### src/rtl/common_pkg.sv
// Shared encodings for the per-CPU coherence agent and its tag store.
package common;

   // MSI block-state encodings shared with the bus controller.
   localparam logic [1:0] ST_M = 2'b00;
   localparam logic [1:0] ST_S = 2'b01;
   localparam logic [1:0] ST_I = 2'b10;

   // Bus request latched by the agent while a miss or upgrade is outstanding.
   typedef enum logic [1:0] {
      OP_RD_MISS,
      OP_WR_MISS,
      OP_INV
   } op_e;

   // Agent transaction FSM.
   typedef enum logic [1:0] {
      IDLE,
      REQ,
      FILL
   } agent_state_e;

endpackage

### src/rtl/coherence_tag_store.sv
// Tag and MSI state array for a direct-mapped data cache. Two combinational
// read ports (CPU side, snoop side) and one prioritized update path:
// fill > snoop invalidate > snoop downgrade when they target the same line.
module coherence_tag_store
   import common::*;
#(
   parameter int ADDR_W = 13,
   parameter int IDX_W  = 3
) (
   input  logic                    clk,
   input  logic                    rst,
   input  logic [IDX_W-1:0]        cpu_idx,
   output logic [ADDR_W-IDX_W-1:0] cpu_tag,
   output logic [1:0]              cpu_state,
   input  logic [IDX_W-1:0]        snp_idx,
   output logic [ADDR_W-IDX_W-1:0] snp_tag,
   output logic [1:0]              snp_state,
   input  logic                    fill_en,
   input  logic [IDX_W-1:0]        fill_idx,
   input  logic [ADDR_W-IDX_W-1:0] fill_tag,
   input  logic [1:0]              fill_state,
   input  logic                    snp_inv_en,
   input  logic                    snp_dn_en
);

   localparam int TAG_W     = ADDR_W - IDX_W;
   localparam int NUM_LINES = 2 ** IDX_W;

   logic [TAG_W-1:0] tag_q   [NUM_LINES];
   logic [1:0]       state_q [NUM_LINES];

   assign cpu_tag   = tag_q[cpu_idx];
   assign cpu_state = state_q[cpu_idx];
   assign snp_tag   = tag_q[snp_idx];
   assign snp_state = state_q[snp_idx];

   // Per-line update: a completing fill overrides any snoop on the same line.
   always_ff @(posedge clk) begin
      if (rst) begin
         // NOTE: this array is small and its contents are architectural (a stale
         // tag with a non-I state would fake a hit), so it is reset explicitly
         // rather than left to power-up values like a plain data RAM.
         for (int i = 0; i < NUM_LINES; i++) begin
            tag_q[i]   <= '0;
            state_q[i] <= ST_I;
         end
      end else begin
         for (int i = 0; i < NUM_LINES; i++) begin
            if (fill_en && fill_idx == IDX_W'(i)) begin
               tag_q[i]   <= fill_tag;
               state_q[i] <= fill_state;
            end else if (snp_inv_en && snp_idx == IDX_W'(i)) begin
               state_q[i] <= ST_I;
            end else if (snp_dn_en && snp_idx == IDX_W'(i)) begin
               state_q[i] <= ST_S;
            end
         end
      end
   end

endmodule

### src/rtl/coherence_agent.sv
// Per-CPU snooping bus agent: classifies CPU accesses as hits or bus
// requests, holds the request until granted, waits out the fill, and
// answers search / invalidate snoops against its own tag store.
module coherence_agent
   import common::*;
#(
   parameter int ADDR_W      = 13,
   parameter int IDX_W       = 3,
   parameter int FILL_CYCLES = 4
) (
   input  logic              clk,
   input  logic              rst,
   input  logic              cpu_rd,
   input  logic              cpu_wr,
   input  logic [ADDR_W-1:0] cpu_addr,
   output logic              stall,
   output logic              read_miss,
   output logic              write_miss,
   output logic              invalidate,
   output logic [ADDR_W-1:0] BICO,
   output logic [1:0]        block_state,
   input  logic              grant,
   input  logic              search,
   input  logic              inv_from_other,
   input  logic [ADDR_W-1:0] BOCI,
   output logic              search_found
);

   localparam int TAG_W = ADDR_W - IDX_W;

   agent_state_e      state_q, state_n;
   op_e               op_q, op_n;
   logic [ADDR_W-1:0] addr_q, addr_n;
   logic [3:0]        cnt_q, cnt_n;

   logic [ADDR_W-1:0] look_addr;
   logic [TAG_W-1:0]  cpu_tag, snp_tag;
   logic [1:0]        cpu_state, snp_state, line_state, fill_state;
   logic              access, hit, fill_en, snp_hit;

   // In IDLE the CPU address is looked up; afterwards the latched one.
   assign look_addr  = (state_q == IDLE) ? cpu_addr : addr_q;
   assign line_state = (cpu_tag == look_addr[ADDR_W-1:IDX_W]) ? cpu_state : ST_I;
   assign access     = cpu_rd | cpu_wr;
   assign hit        = cpu_rd ? (line_state == ST_S || line_state == ST_M)
                              : (line_state == ST_M);

   assign snp_hit    = (snp_tag == BOCI[ADDR_W-1:IDX_W]) && (snp_state != ST_I);
   assign BICO       = addr_q;

   coherence_tag_store #(
      .ADDR_W (ADDR_W),
      .IDX_W  (IDX_W)
   ) u_tags (
      .clk        (clk),
      .rst        (rst),
      .cpu_idx    (look_addr[IDX_W-1:0]),
      .cpu_tag    (cpu_tag),
      .cpu_state  (cpu_state),
      .snp_idx    (BOCI[IDX_W-1:0]),
      .snp_tag    (snp_tag),
      .snp_state  (snp_state),
      .fill_en    (fill_en),
      .fill_idx   (addr_q[IDX_W-1:0]),
      .fill_tag   (addr_q[ADDR_W-1:IDX_W]),
      .fill_state (fill_state),
      .snp_inv_en (inv_from_other && snp_hit),
      .snp_dn_en  (search && snp_hit && snp_state == ST_M)
   );

   // Next-state and bus/CPU outputs for the IDLE -> REQ -> FILL transaction.
   always_comb begin
      // NOTE: every signal written here gets a default first, so no path
      // through the case statement can leave one unassigned and infer a latch.
      state_n     = state_q;
      op_n        = op_q;
      addr_n      = addr_q;
      cnt_n       = cnt_q;
      stall       = 1'b0;
      read_miss   = 1'b0;
      write_miss  = 1'b0;
      invalidate  = 1'b0;
      block_state = 2'b00;
      fill_en     = 1'b0;
      fill_state  = ST_S;
      case (state_q)
         IDLE: begin
            if (access && !hit) begin
               stall   = 1'b1;
               addr_n  = cpu_addr;
               state_n = REQ;
               if (cpu_rd)                  op_n = OP_RD_MISS;
               else if (line_state == ST_S) op_n = OP_INV;
               else                         op_n = OP_WR_MISS;
            end
         end
         REQ: begin
            stall       = 1'b1;
            block_state = line_state;
            case (op_q)
               OP_RD_MISS: read_miss  = 1'b1;
               OP_WR_MISS: write_miss = 1'b1;
               default:    invalidate = 1'b1;
            endcase
            // Losing the shared copy before grant turns the upgrade into a full write miss.
            if (op_q == OP_INV && inv_from_other && BOCI == addr_q)
               op_n = OP_WR_MISS;
            if (grant) begin
               state_n = FILL;
               cnt_n   = 4'(FILL_CYCLES - 1);
            end
         end
         FILL: begin
            stall = 1'b1;
            if (cnt_q == 4'd0) begin
               fill_en    = 1'b1;
               fill_state = (op_q == OP_RD_MISS) ? ST_S : ST_M;
               state_n    = IDLE;
            end else begin
               cnt_n = cnt_q - 4'd1;
            end
         end
         default: state_n = IDLE;
      endcase
   end

   // State register and registered snoop response.
   always_ff @(posedge clk) begin
      if (rst) begin
         state_q      <= IDLE;
         op_q         <= OP_RD_MISS;
         addr_q       <= '0;
         cnt_q        <= '0;
         search_found <= 1'b0;
      end else begin
         // NOTE: non-blocking assignments here so every register samples the
         // pre-edge values, independent of statement order.
         state_q      <= state_n;
         op_q         <= op_n;
         addr_q       <= addr_n;
         cnt_q        <= cnt_n;
         search_found <= search && snp_hit;
      end
   end

endmodule

### config.mk
export PLATFORM = sky130hd
export DESIGN_NAME = coherence_agent
export DESIGN_NICKNAME = d
export VERILOG_FILES = /design/src/rtl/common_pkg.sv /design/src/rtl/coherence_tag_store.sv /design/src/rtl/coherence_agent.sv
export SDC_FILE = /design/constraint.sdc
export NUM_CORES = 1
export LEC_CHECK = 0
export CORE_MARGIN = 10
export CORE_UTILIZATION = 40
export CTS_BUF_LIST = sky130_fd_sc_hd__clkbuf_8 sky130_fd_sc_hd__clkbuf_16
export CTS_CLUSTER_DIAMETER = 120
export DETAILED_ROUTE_END_ITERATION = 6
export GPL_TIMING_DRIVEN = 0
export PLACE_DENSITY_LB_ADDON = 0.3
export SYNTH_ARGS = -nofsm -noshare
export SYNTH_HDL_FRONTEND = slang
export SYNTH_SLANG_ARGS = --single-unit
export TNS_END_PERCENT = 50
### constraint.sdc
create_clock -name clk -period 11.39 [get_ports clk]
set_input_delay 2.8475 -clock clk [delete_from_list [all_inputs] [get_ports clk]]
set_output_delay 2.8475 -clock clk [all_outputs]
set_load 0.1 [all_outputs]
Yosys cells after proc, flatten, opt, wreduce, memory -nomap -nowiden
Memory sizes are Yosys's and may differ from the RTL's.
Index checks and enable logic that the tools add are counted.

cells by class
  eq/ne operators = 28
  muxes and demuxes = 159
  bitwise gates (word level) = 33
  add/sub/neg operators = 1
  reduce and logical (&&, ||, !) cells = 48

operators by type and width
  operator                                        number
  2-to-1 mux 1 bit                                111
  2-to-1 mux 10 bit                               8
  2-to-1 mux 2 bit                                33
  OR 1 bit                                        33
  logical AND 1 bit                               31
  == test 3 bit (second input constant)           8
  == test 10 bit                                  2
  == test 13 bit                                  1
  2-to-1 mux 13 bit                               1
  == test 3 x 2 -> 1 bit (second input constant)  4
  inequality test 2 bit (second input constant)   5
  AND reduction 3 bit                             3
  zero test 2 bit                                 4
  2-to-1 mux 4 bit                                2
  case mux 4 bit (2 select lines)                 1
  == test 2 x 1 -> 1 bit (second input constant)  3
  == test 3 x 1 -> 1 bit (second input constant)  2
  zero test 3 bit                                 2
  case mux 2 bit (3 select lines)                 1
  == test 2 bit (second input constant)           2
  zero test 4 bit                                 1
  case mux 2 bit (2 select lines)                 1
  nonzero test 2 bit                              2
  OR reduction 2 bit                              2
  other kinds (6)                                 6

storage, ports and cells
  bits in writable memories = 96
  register bits = 22
  logic and storage cells = 276
  memories = 2
  bits of input ports = 33

memories
  memory          words  width  rd ports  clocked after memory_dff  write ports  RTL line                   source
  u_tags.tag_q    8      10     2         0                         8            coherence_tag_store.sv:29  logic [TAG_W-1:0] tag_q [NUM_LINES];
  u_tags.state_q  8      2      2         0                         8            coherence_tag_store.sv:30  logic [1:0] state_q [NUM_LINES];

Depth between registers and ports, before layout
An unclocked memory read counts as a cell.

  word-level depth = 12
  mapped depth = 16
  gate-level depth less buffers = 12

Modules after synthesis
Synthesis repeated with hierarchy kept, for this count alone.

unflattened totals
  cells, all modules = 589
  area, all modules = 7049.3 um^2

modules (own cells, without submodules)
  module               area each (um^2)  cells an instance  times used  seq. area each (um^2)
  coherence_tag_store  5276.3            391                1           2882.8
  coherence_agent      1773.0            198                1           440.4

Worst setup path before layout
No wires, ideal clock.

  path type = input port to output port
  from = input cpu_addr[0]
  to = output block_state[0]
  required time = 8.543 ns
  cell stages on the path = 10
  arrival = 6.622 ns
  path buffers = 3
  setup slack = 1.920 ns
  cell sequence = clkbuf_1 buf_2 buf_2 a21oi_1 a221oi_1 o22ai_1 xor2_1 nor4b_2 nand3_1 nor3_1

on the way
  longest elaborated chain between the ends = 5
  elaborated cells on any way between the ends = 6
  those cells by class = 1 x eq/ne; 3 x mux; 2 x memory

ends and longest elaborated chain
  element                RTL line               source
  start, declared        coherence_agent.sv:15  input logic [ADDR_W-1:0] cpu_addr,
  2-to-1 mux 13 bit (*)  coherence_agent.sv:42  assign look_addr = (state_q == IDLE) ? cpu_addr : addr_q;
  memory (8 x 10 bit)    --
  == test 10 bit         coherence_agent.sv:43  assign line_state = (cpu_tag == look_addr[ADDR_W-1:IDX_W]) ? cpu_state : ST_I;
  2-to-1 mux 2 bit (*)   coherence_agent.sv:43
  2-to-1 mux 2 bit (*)   coherence_agent.sv:86  case (state_q)
  end, declared          coherence_agent.sv:21  output logic [1:0] block_state,

Every way passes the cells marked *; elsewhere a longest branch is shown, timed or not.

Final worst setup path
  from = input cpu_addr[0]
  to = output stall

on the way
  longest elaborated chain between the ends = 11
  elaborated cells on any way between the ends = 13
  those cells by class = 2 x eq/ne; 5 x mux; 4 x reduce/logical; 2 x memory

ends and longest elaborated chain
  element                                                    RTL line                                      source
  2-to-1 mux 13 bit (*)                                      coherence_agent.sv:42
  memory (8 x 10 bit)                                        --
  == test 10 bit                                             coherence_agent.sv:43
  2-to-1 mux 2 bit (*)                                       coherence_agent.sv:43
  == test 2 x 1 -> 1 bit or zero test 2 bit (tied branches)  coherence_agent.sv:45, coherence_agent.sv:46
  logical OR 1 bit                                           coherence_agent.sv:45                         assign hit = cpu_rd ? (line_state == ST_S || line_state == ST_M)
  2-to-1 mux 1 bit (*)                                       coherence_agent.sv:45
  zero test 1 bit (*)                                        coherence_agent.sv:88                         if (access && !hit) begin
  logical AND 1 bit (*)                                      coherence_agent.sv:88
  2-to-1 mux 1 bit (*)                                       coherence_agent.sv:88
  case mux 1 bit (2 select lines) (*)                        coherence_agent.sv:86
  end, declared                                              coherence_agent.sv:16                         output logic stall,

Marks and branches as above.

==> out/qor.txt <==
io pins: 53
Die H: 154.3 microns
Final Hold Vio Count: 0
post-synth cell types: 55
Sequential Power Share: 28.8%
Setup crit start kind: input pin
Area after DPL: 0.007994 sq mm
fill count: 1,639
sw frac: 40.54%
Post-Route Skew: 9.689 ps
Layout area overhead: 19.12%
1st-pass router iterations: 6
CP max stage cell: clkdlybuf4s50_1
Cell Pwr Density: 219.0 mW/mm^2
Clock Path Buffers: 2
vias in the first global route: 5,983
gr ovfl total: 0
Pleak: 3.139 nW
Net Sw Power: 0.7633 mW
dpl cells: 978
layout cells sized above 1: 11.27%
largest net degree at the start of global routing: 17
Ys Warns: 0
Placer Congestion: 0.9303
fin crit share: 92.55%
RSZ-0062 raised after global routing: no
max cap viols: 0
Vias/cell: 5.983
Worst Tran Pin Value: 997.0 ps
final WL: 24.00 mm
# hold bufs at CTS: 0
number of gates resized after cts: 0
worst path bufs/invs: 6
drt wl/cell: 23.76 microns
Ant. Diodes: 0
synth top area cells: edfxtp_1 40%, mux4_2 8.7%, mux2i_1 6.7%
FMAX: 94.86 MHz
post-route cell area: 0.008597 sq mm
area occupied by multi-input gates: 0.003587 sq mm
synthesized instance count: 700
synthesized flop and latch total: 118
Internal: 1.119 mW
NumNets Final: 808
commonest non-fill, non-tap cells in the layout: 99 x nor2_1, 96 x edfxtp_1, 92 x nand2_1
combinational share of power: 41.8%
most common cell after layout, fill and taps aside: nor2_1
clock slew at reported path FFs: 50 ps
Setup crit end kind: output port
Worst-Skew Late Latency: 430 ps
min cycle time layout: 10,540 ps
Slew headroom: 33.33%
delay-heaviest family, CP: buffers and inverters
register area: 0.003323 sq mm
Mapped Area: 0.007217 sq mm
Placement Setup Slack: 874.4 ps
initial drt markers: 746
total die area: 0.02381 sq mm
clk sink count: 118
ys async rst share: 0%
Setup Crit Path Kind: in -> out
core area: 0.01784 sq mm
Crit path required time: 8540 ps
# H-tree levels: 4
CP peak stage delay: 970 ps
WP data arrival: 7690 ps
Cell Chain, Critical Path: clkdlybuf4s50_1 > clkbuf_1 > buf_2 > buf_2 > a21oi_1 > a221oi_1 > o22ai_1 > xor2_1 > nor4b_2 > nand4_4 > o221ai_4 > buf_8 > a21oi_1 > clkdlybuf4s50_1
Setup Fix Bufs, Post-CTS: 0
EDFF count, synth: 96
status: completed
fin. max-slew vios: 0
CTS tree: built
I/O Buffers: 49
Avg Synthesized Cell Area: 10.31 sq um
ys flop type: edfxtp_1
DRC violations left: 0
Worst VDD drop: 0.0002364 V
Routed Antenna Nets: 0
Yosys top cell area share: 39.94%
fin cells: 1,010
Clk Tree Root Cell: clkbuf_16
worst setup margin: 848.3 ps
Total GRT Usage: 19.89%
chip width: 154.3 microns
Clk pwr share: 29.5%
Initial Utilization: 40.45%
initial antenna violation count: 0
setup_tns: 0 ps
sequential fraction of the synthesis area: 46.05%
TritonCTS Buffers: 17
first-pass GRT wire length: 35.99 mm
Syn Nets: 740
# rows: 49
final setup fails: 0
Final HPWL DP: 16.84 mm
via count: 6,043
hold crit path type: reg -> reg
CP max FO: 10
post-synth top area cell: edfxtp_1
-- power groups by stage --
| stage | Clock [mW] | Combinational (mW) | Sequential (mW) |
|---|---|---|---|
| CTS | 0.558 | 0.776 | 0.540 |
| finish | 0.555 | 0.787 | 0.541 |
| detailed placement | 0 | 0.773 | 0.549 |
| global placement | 0 | 0.767 | 0.548 |
| global route | 0.578 | 0.836 | 0.546 |
| floorplan | 0 | 0.508 | 0.604 |
-- worst paths after layout --
kind                                   from       end  slack [ps]  depth (start not counted)
worst max-delay path            cpu_addr[0]     stall         850                         14
worst min-delay path               cnt_q[0]  cnt_q[0]         510                          1
worst max register to register   state_q[0]   BICO[1]        6840                         16
worst min register to register     cnt_q[0]  cnt_q[0]         510                          1
-- state kept, by name (all words and copies together), names as in the netlist --
name and cells:
u_tags.tag_q 80, u_tags.state_q 16, BICO 13, cnt_q 4, op_q 2, state_q 2
search_found 1
-- cells in the mapped netlist, types with 4 or more instances --
| cell type | count |
|---|---|
| mux2i_1 | 48 |
| dfxtp_1 | 22 |
| buf_2 | 14 |
| nor3_1 | 9 |
| o21ai_0 | 26 |
| a221oi_1 | 9 |
| a32oi_1 | 8 |
| clkbuf_1 | 23 |
| a21oi_1 | 24 |
| nand4_1 | 5 |
| buf_1 | 4 |
| nor4_1 | 5 |
| nor2b_1 | 24 |
| and3_1 | 5 |
| nor2_1 | 99 |
| nand2b_1 | 9 |
| mux4_2 | 28 |
| xnor2_1 | 20 |
| ha_1 | 7 |
| edfxtp_1 | 96 |
| a21o_1 | 8 |
| inv_1 | 24 |
| nand2_1 | 92 |
| nand3_1 | 8 |
| xor2_1 | 10 |
| o21bai_1 | 4 |
| o22ai_1 | 16 |
| a211oi_1 | 7 |
| o211ai_1 | 7 |
-- layout make-up --
type / count / area share, %
sequential: 118 / 38.66
inverter: 26 / 1.135
multi-input combinational: 512 / 41.73
timing repair buffer: 49 / 5.705
tap: 229 / 3.333
clock inverter: 15 / 2.067
clock buffer: 17 / 4.948
buffer: 44 / 2.430
-- per-layer routing --
metal	share of wire, %	vias to the layer above	GRT usage [%]
met4	4.9	0	10.44
met2	45	374	30.58
met3	9.2	89	4.631
met1	41	2877	25.48
li1	-	2703	-
met5	0	-	0
-- kinds of logic after synthesis --
kind of cell,Yosys count,synth area share [%]
buf+inv,70,4.247
fa+ha+maj,7,1.214
flops,118,46.05
compound gates,123,11.36
simple gates,272,17.39
mux,80,16.11
xor+xnor,30,3.641
-- through the flow --
stage	util, %	hold WS [ps]	total power, mW
2_1_floorplan	-	451.3	1.112
3_3_place_gp	44.81	496.4	1.315
3_5_place_dp	44.81	509.6	1.321
4_1_cts	48.19	516.3	1.874
5_1_grt	48.19	558.0	1.959
6_report	48.19	505.5	1.883
No activity file was read; power rests on OpenSTA's default activity.
